**src/rtl/pred_uart_pkg.sv**
```systemverilog
// Shared types, ASCII constants and class-to-character mapping for the
// prediction UART reporter.
package pred_uart_pkg;

   // NEXT_CHAR names the stop-to-start hand-off between characters of one
   // message; it costs no clock cycle of its own.
   typedef enum logic [2:0] {
      IDLE,
      START,
      DATA,
      STOP,
      NEXT_CHAR
   } uart_state_t;

   localparam logic [7:0] ASCII_ZERO  = 8'h30;
   localparam logic [7:0] ASCII_QMARK = 8'h3F;
   localparam logic [7:0] ASCII_CR    = 8'h0D;
   localparam logic [7:0] ASCII_LF    = 8'h0A;

   function automatic logic [7:0] class_to_ascii(input logic [3:0] cls);
      if (cls < 4'd10) return ASCII_ZERO + {4'h0, cls};
      return ASCII_QMARK;
   endfunction

endpackage

```
**src/rtl/prediction_uart_tx_byte.sv**
```systemverilog
// Single-byte 8N1 serializer. ready is high in IDLE and on the last cycle of
// the stop bit, so a new start there chains characters with no idle gap.
module uart_tx_byte
   import pred_uart_pkg::*;
#(
   parameter int CLKS_PER_BIT = 868
) (
   input  logic       clk,
   input  logic       rst,
   input  logic       start,
   input  logic [7:0] data,
   output logic       ready,
   output logic       tx
);

   localparam int BW = (CLKS_PER_BIT > 1) ? $clog2(CLKS_PER_BIT) : 1;
   localparam logic [BW-1:0] BAUD_LAST = BW'(CLKS_PER_BIT - 1);

   uart_state_t   state, state_nxt;
   logic [BW-1:0] baud, baud_nxt;
   logic [2:0]    bit_idx, bit_idx_nxt;
   logic [7:0]    shreg, shreg_nxt;
   logic          tx_nxt;
   logic          bit_end;

   assign bit_end = (baud == BAUD_LAST);

   always_ff @(posedge clk or posedge rst) begin
      if (rst) begin
         state   <= IDLE;
         baud    <= '0;
         bit_idx <= '0;
         tx      <= 1'b1;
      end else begin
         state   <= state_nxt;
         baud    <= baud_nxt;
         bit_idx <= bit_idx_nxt;
         tx      <= tx_nxt;
      end
   end

   always_ff @(posedge clk) begin
      shreg <= shreg_nxt;
   end

   always_comb begin
      state_nxt   = state;
      baud_nxt    = bit_end ? '0 : baud + 1'b1;
      bit_idx_nxt = bit_idx;
      shreg_nxt   = shreg;
      tx_nxt      = tx;
      ready       = 1'b0;
      case (state)
         IDLE: begin
            ready    = 1'b1;
            baud_nxt = '0;
            if (start) begin
               state_nxt = START;
               tx_nxt    = 1'b0;
               shreg_nxt = data;
            end
         end
         START: begin
            if (bit_end) begin
               state_nxt   = DATA;
               tx_nxt      = shreg[0];
               shreg_nxt   = {1'b0, shreg[7:1]};
               bit_idx_nxt = '0;
            end
         end
         DATA: begin
            if (bit_end) begin
               if (bit_idx == 3'd7) begin
                  state_nxt = STOP;
                  tx_nxt    = 1'b1;
               end else begin
                  bit_idx_nxt = bit_idx + 3'd1;
                  tx_nxt      = shreg[0];
                  shreg_nxt   = {1'b0, shreg[7:1]};
               end
            end
         end
         STOP: begin
            if (bit_end) begin
               ready = 1'b1;
               if (start) begin
                  state_nxt = START;
                  tx_nxt    = 1'b0;
                  shreg_nxt = data;
               end else begin
                  state_nxt = IDLE;
               end
            end
         end
         default: state_nxt = IDLE;
      endcase
   end

endmodule

```
**src/rtl/prediction_uart_tx.sv**
```systemverilog
// Reports each argmax prediction as an ASCII digit over 8N1 UART.
// Define PRED_UART_CRLF_EN to follow each digit with CR and LF.
module prediction_uart_tx
   import pred_uart_pkg::*;
#(
   parameter int CLKS_PER_BIT = 868,
   parameter int PIPE_LAT     = 3
) (
   input  logic       clk,
   input  logic       rst,
   input  logic       done_in,
   input  logic [3:0] class_in,
   output logic       tx,
   output logic       busy,
   output logic [3:0] pred,
   output logic       pred_valid,
   output logic       dropped
);

   logic                done_q;
   logic [PIPE_LAT-1:0] dly;
   logic                rise, capture;
   logic                ser_ready, ser_start;
   logic [7:0]          ser_data;
   logic                msg_start, last_char, avail;

   assign rise    = done_in & ~done_q;
   assign capture = dly[PIPE_LAT-1];

`ifdef PRED_UART_CRLF_EN
   logic [1:0] char_idx;
   logic       next_char;

   assign last_char = (char_idx == 2'd2);
   assign next_char = busy & ser_ready & ~last_char;
   assign ser_start = msg_start | next_char;

   always_comb begin
      ser_data = class_to_ascii(class_in);
      if (!msg_start) ser_data = (char_idx == 2'd0) ? ASCII_CR : ASCII_LF;
   end

   always_ff @(posedge clk or posedge rst) begin
      if (rst)            char_idx <= '0;
      else if (msg_start) char_idx <= '0;
      else if (next_char) char_idx <= char_idx + 2'd1;
   end
`else
   assign last_char = 1'b1;
   assign ser_start = msg_start;
   assign ser_data  = class_to_ascii(class_in);
`endif

   // A capture may start a message only when the line is free, including the
   // edge that ends the final stop bit of the previous message.
   assign avail     = ser_ready & (~busy | last_char);
   assign msg_start = capture & avail;

   always_ff @(posedge clk or posedge rst) begin
      if (rst) begin
         done_q     <= 1'b0;
         dly        <= '0;
         pred       <= '0;
         pred_valid <= 1'b0;
         dropped    <= 1'b0;
         busy       <= 1'b0;
      end else begin
         done_q  <= done_in;
         dly     <= (dly << 1) | PIPE_LAT'(rise);
         dropped <= capture & ~avail;
         if (capture) begin
            pred       <= class_in;
            pred_valid <= 1'b1;
         end
         if (msg_start)                          busy <= 1'b1;
         else if (busy & ser_ready & last_char)  busy <= 1'b0;
      end
   end

   uart_tx_byte #(
      .CLKS_PER_BIT(CLKS_PER_BIT)
   ) u_ser (
      .clk  (clk),
      .rst  (rst),
      .start(ser_start),
      .data (ser_data),
      .ready(ser_ready),
      .tx   (tx)
   );

endmodule

```
**config.mk**
```make
export PLATFORM = sky130hd
export DESIGN_NAME = prediction_uart_tx
export DESIGN_NICKNAME = d
export VERILOG_FILES = /design/src/rtl/pred_uart_pkg.sv /design/src/rtl/prediction_uart_tx_byte.sv /design/src/rtl/prediction_uart_tx.sv
export SDC_FILE = /design/constraint.sdc
export NUM_CORES = 1
export LEC_CHECK = 0
export CAP_MARGIN = 0
export CELL_PAD_IN_SITES_DETAIL_PLACEMENT = 0
export CELL_PAD_IN_SITES_GLOBAL_PLACEMENT = 2
export CORE_AREA = 2 2 71 73
export DETAILED_ROUTE_END_ITERATION = 6
export DIE_AREA = 0 0 73 75
export GPL_ROUTABILITY_DRIVEN = 0
export HOLD_SLACK_MARGIN = 0.03
export PLACE_DENSITY = 0.78
export SLEW_MARGIN = 20
export SYNTH_ARGS = -nofsm -noshare
export SYNTH_HDL_FRONTEND = slang
export SYNTH_SLANG_ARGS = --single-unit
```
**constraint.sdc**
```tcl
create_clock -name clk -period 2.62 [get_ports clk]
set_clock_uncertainty 0.15 [all_clocks]
set_input_delay 0.524 -clock clk [delete_from_list [all_inputs] [get_ports clk]]
set_output_delay 0.524 -clock clk [all_outputs]
set_load 0.1 [all_outputs]
```
==> results list <==
- Result of the run: complete, no violations
- Num ports: 15
* Routed via count: 1117
* Final count of negative-setup-slack endpoints: 0
* Number of warnings issued by yosys: 0
- Ratio of routed vias to standard cells: 4.987
- The largest single stage delay on the critical path is 0.40 ns.
* Worst Path Buf+Inv: 2
- FF+latch count, synth: 35
- Post CTS Setup Buffer Count: 0
- In the synthesized netlist the async set-or-reset flop fraction comes to 77.14%.
- Actual slew at the worst max-slew pin: 0.3683 ns
- Most used flip-flop cell after synthesis: sky130_fd_sc_hd__dfrtp_1
* CP max-delay cell: sky130_fd_sc_hd__dfrtp_1
- Broken down by cell family, the worst path's largest delay share belongs to simple AND/OR/NAND/NOR gates.
* Die Y: 75 microns
* Ordered cell list for the critical path: inv_1 > ha_2 > nor3_1 > nand2_1 > and2_1 > a221oi_1 > buf_4
- TritonCTS built the clock tree.
- Across the run, the number of max-cap violations was 0.
- For this run, design rule violations remaining after detail routing come to 0.
* Final hold violation count: 0
* Signal arrival time at the worst endpoint: 2.16 ns
* Worst Hold Class: register to register
- Max frequency: 432.9 MHz
* Standard-cell row count: 25
* Resized Gates After CTS: 0
- Normalized max-slew margin: 75.45%
- Placed cells: 216
- Pin count of the biggest net entering global routing: 28
* Number of clock sinks seen by CTS: 35
- The worst path in the final design needs a cycle of 2.310 ns, including I/O delays and setup.
* Mean area per synthesized cell: 11.19 sq um
* Most common cell after layout, fill and taps aside: sky130_fd_sc_hd__dfrtp_1
* Clock-pin slew reported for the worst setup and hold paths after clock tree synthesis: 0.07 ns
* Final net count: 183
* GRT overflow: 0
- Setup total negative slack on the finished layout was measured at 0 ns.
- Worst setup slack after layout: 0.3101 ns
- Count of H-tree levels built during CTS: 2
- Setup repair after global routing left no endpoint under its margin.
- Summing every instance area after synthesis gives 0.001690 sq mm.
- For the worst setup path, the data required time is 2.47 ns.
* Pwr per Cell Area: 1066 mW/mm^2
- The die covers 0.005475 sq mm.
- In this run the remaining antenna-violating nets after routing total 0.
- Part of the Yosys area used for sequential elements: 54.26%
- Worst setup path category: register to register
- The first global-routing pass estimated 5554 microns of wire.
- After detailed routing, the average wire length per cell comes to 14.14 microns.
- After the flow finishes, the layout carries non-filler instances totaling 224.
* Count of flip-flops with a built-in enable after synthesis: 8
* Maximum ir drop on the vdd rail: 0.0004495 V
* Critical Path Sink Type: register
- Clock latency on the worst-skew pair, taken at its later pin, is 0.29 ns.
* Root cell of the clock tree: sky130_fd_sc_hd__clkbuf_8
- Pre-CTS setup slack: 0.1982 ns
- Cell count after synthesis: 151
* Syn_nets: 165
- Critical R2R Launch: u_ser.state[0]
- Period Utilization, post-route: 88.16%
- Clock Path Buffers: 2
- The initial utilization of the core area, before any placement, comes to 36.27%.
- Number of antenna violations at the first check in global routing: 0
- DRT Pass-1 Iters: 4
* Total power of the final layout: 2.122 mW
- Cells with a size suffix above 1 make up 18.82% of the layout.
- Via count of the first global-routing pass: 1183
- In the global route stage, overall resource usage came out at 13.60%.
- Number of buffers added to fix hold violations after cts: 0
- Commonest non-fill, non-tap cells in the layout: 26 x sky130_fd_sc_hd__dfrtp_1, 17 x sky130_fd_sc_hd__nor2_1, 15 x sky130_fd_sc_hd__nand2_1
* Estimated wirelength of the detail-placed design: 2360 microns
- In this run the horizontal extent of the chip is 73 microns.
* Sum of routed wire length over all layers: 3168 microns
* Start point of the critical path: u_ser.state[0]
- Input and output buffers added on the ports amount to 14.
- Total clock buffers created by CTS: 5
- In this run the standard cell core region covers 0.004661 sq mm.
- HP Start: dly[1]
- Nature of the critical path startpoint: register
* Largest fanout on the critical path: 14
- The analysis attributes to cell leakage a power of 0.8998 nW.
- The repair_antennas step left the layout with diodes totalling 0.
- Initial drt markers: 25
* Area added between synthesis and finish: 17.76%
- Count of final max-slew check failures: 0
- The netlist uses 39 different library cells.
[final cells by class]
| cell class | count | area (sq um) |
|---|---|---|
| clock buffers | 6 | 82.58 |
| clock inverters | 2 | 35.03 |
| fillers | 449 | 2670 |
| inverters | 7 | 26.28 |
| multi-input cells | 104 | 726.9 |
| flip-flops and latches | 35 | 917.1 |
| well taps | 54 | 67.56 |
| repair buffers | 16 | 135.1 |
[stage by stage]
stage | instance area, sq um | hold WS, ns | util [%]
2_1_floorplan | 1690 | 0.1812 | -
3_3_place_gp | 1871 | 0.1886 | 40.13
3_5_place_dp | 1871 | 0.1873 | 40.13
4_1_cts | 1988 | 0.2180 | 42.66
5_1_grt | 1991 | 0.2215 | 42.71
6_report | 1991 | 0.2149 | 42.71
[path summary, 6_finish.rpt]
kind                       slack [ns]              to  cells past startpoint
setup / recovery                 0.31  u_ser.shreg[1]                      7
setup reg to reg                 0.31  u_ser.shreg[1]                      7
hold reg to reg                  0.21          dly[2]                      0
hold / removal                   0.21          dly[2]                      0
max in group asynchronous        1.57        u_ser.tx                      3
min in group asynchronous        0.45          done_q                      3
[report_power, final]
part / switching [mW] / leakage (nW) / internal (mW)
Combinational: 0.546 / 0.420 / 0.293
Clock: 0.193 / 0.0612 / 0.308
Sequential: 0.0784 / 0.418 / 0.705
[kinds of logic after synthesis]
logic type | share of synthesized area, %
compound gates | 11.03
xor+xnor | 4.145
fa+ha+maj | 5.181
buf+inv | 2.887
flops | 54.26
mux | 2.591
simple gates | 19.91
[registers in the layout (all words and copies together) (netlist names), 2 cells and up]
name / flops
u_ser.shreg: 8
u_ser.baud: 10
pred: 4
u_ser.bit_idx: 3
u_ser.state: 2
dly: 3
[routing by layer]
layer  share of wire (%)  routed length, microns  track usage (%)
met5                   0                       0                0
met4                 1.9                      59            5.761
met3                 4.3                     137            5.489
met2                  45                    1436            20.92
met1                  48                    1534            17.04
[cell usage after synthesis (all sizes together) (2+ instances only)]
master	count	share of area [%]
dfrtp	26	38
and2	3	1.2
o21a	3	1.3
nand2b	2	0.74
mux2	3	2.0
nor2	17	3.8
edfxtp	8	14
o31ai	3	1.3
nand3	5	1.5
a21o	2	0.89
xnor2	5	2.6
xor2	3	1.6
nor2b	2	0.74
nand2	15	3.3
o21ai	7	2.1
inv	7	1.6
a21oi	2	0.59
clkbuf	4	0.89
nand4	2	0.74
nor3	3	0.89
ha	7	5.2
a221oi	2	1.0
and3	6	2.4
(Power assumes the default switching activity.)
==> edit: new RTL, config.mk and constraints unchanged <==
Add a define of `PRED_UART_CRLF_EN`.
--- a/src/rtl/prediction_uart_tx.sv
+++ b/src/rtl/prediction_uart_tx.sv
@@ -1,5 +1,7 @@
 // Reports each argmax prediction as an ASCII digit over 8N1 UART.
 // Define PRED_UART_CRLF_EN to follow each digit with CR and LF.
+`define PRED_UART_CRLF_EN
+
 module prediction_uart_tx
    import pred_uart_pkg::*;
 #(
Check against the original RTL: no difference found for any inputs over 10 cycles, from zero or initial values and one cycle with rst high; that may be too few to reach the edited logic, so the function may still have changed.
==> edit against the unedited design <==
Design area up 8.0%. Routed wire length up 12%. Sequential cell count up 2. Fmax up 0.47%. Critical endpoint is now u_ser.shreg[6]. Die area unchanged. Area after synthesis up 9.5%. Total power up 8.9%. Critical path type unchanged. Worst setup slack better by 11 ps. Highest routed layer unchanged.
==> edit: results <==
{
  "drive_gt1_share_pct": 19.0,
  "synth-compound-area-share_pct": 14.5,
  "met1_usage_pct": 19.9,
  "vdd_drop_max_mv": 0.631,
  "synth_xor_xnor_area_share_pct": 3.78,
  "grt_usage_pct": 14.7,
  "r2r-end": "u_ser.shreg[6]",
  "drt-vias-per-instance": 5.31,
  "cp_max_fo": 10,
  "yosys-top-cells-area": "dfrtp_1 (38%), edfxtp_1 (13%), ha_1 (6.1%)",
  "postSynthCellCount": 163,
  "holdWs_ps": 204,
  "placedCellCount": 230,
  "hpwl_um": 2550,
  "synth_fa_ha_area_share_pct": 6.08,
  "status": "finished, final reports clean",
  "p_switching_mw": 0.943,
  "grt_pass1_vias": 1237,
  "area_delta_synth_final_pct": 16.1,
  "nets": 199,
  "drt-initial-drc-count": 34,
  "synth_cell_type_count": 48,
  "worst_ep_arrival_time_ps": 2210,
  "async_reset_ff_share_pct": 78.4,
  "wl_um": 3540,
  "fill_cells": 431,
  "placed_area_mm2": 0.00204,
  "finalWorstSetupSlack_ps": 321,
  "leakage_nw": 0.962
}
edit: changes by cell type after synthesis, sizes merged, moves of 4 or more:
cell and delta:
a22o +7, a32o +4, inv +5, nand2 -5, nor2 -4, o21ai +4
edit: cells by family (layout without fill, tap and decap cells):
group / count (synthesis) / in the layout
simple gates: 53 / 53
flops: 37 / 37
xor+xnor: 8 / 8
compound gates: 34 / 34
fa+ha+maj: 9 / 9
buf+inv: 17 / 38
mux: 5 / 5
edit: critical path, stage by stage (launching register included):
cell and delay (ps):
dfrtp_1 410, inv_1 80, ha_1 320, nor3_1 370, and4b_2 290, o21ai_0 210
a21oi_1 70, buf_4 170
edit: worst max-delay path by stage:
stage,startpoint,to,cells after the start
2_1_floorplan,busy,u_ser.shreg[0],4
3_3_place_gp,u_ser.state[0],u_ser.shreg[3],7
3_5_place_dp,u_ser.state[0],u_ser.shreg[3],7
4_1_cts,u_ser.state[0],u_ser.shreg[2],7
5_1_grt,u_ser.state[0],u_ser.shreg[6],7
6_report,u_ser.state[0],u_ser.shreg[6],7
edit: per-layer routing:
layer  wire, um  vias up
met5          0        -
met4         58        0
met3        116        6
met2       1590       23
met1       1780      612
li1           -      623
edit: power by group through the flow:
stage,registers (mW),logic (mW),clock network [mW]
global route,0.859,1.11,0.501
floorplan,0.991,0.624,0
CTS,0.845,1.01,0.477
detailed placement,0.856,1.01,0
finish,0.844,1.00,0.465
global placement,0.846,0.999,0
edit: final cells by class:
class	instances	area share, %
repair buffers	18	6.98
multi-input cells	109	37.7
clock buffers	6	4.36
clock inverters	2	0.756
inverters	12	2.09
well taps	54	3.14
flip-flops and latches	37	45.0
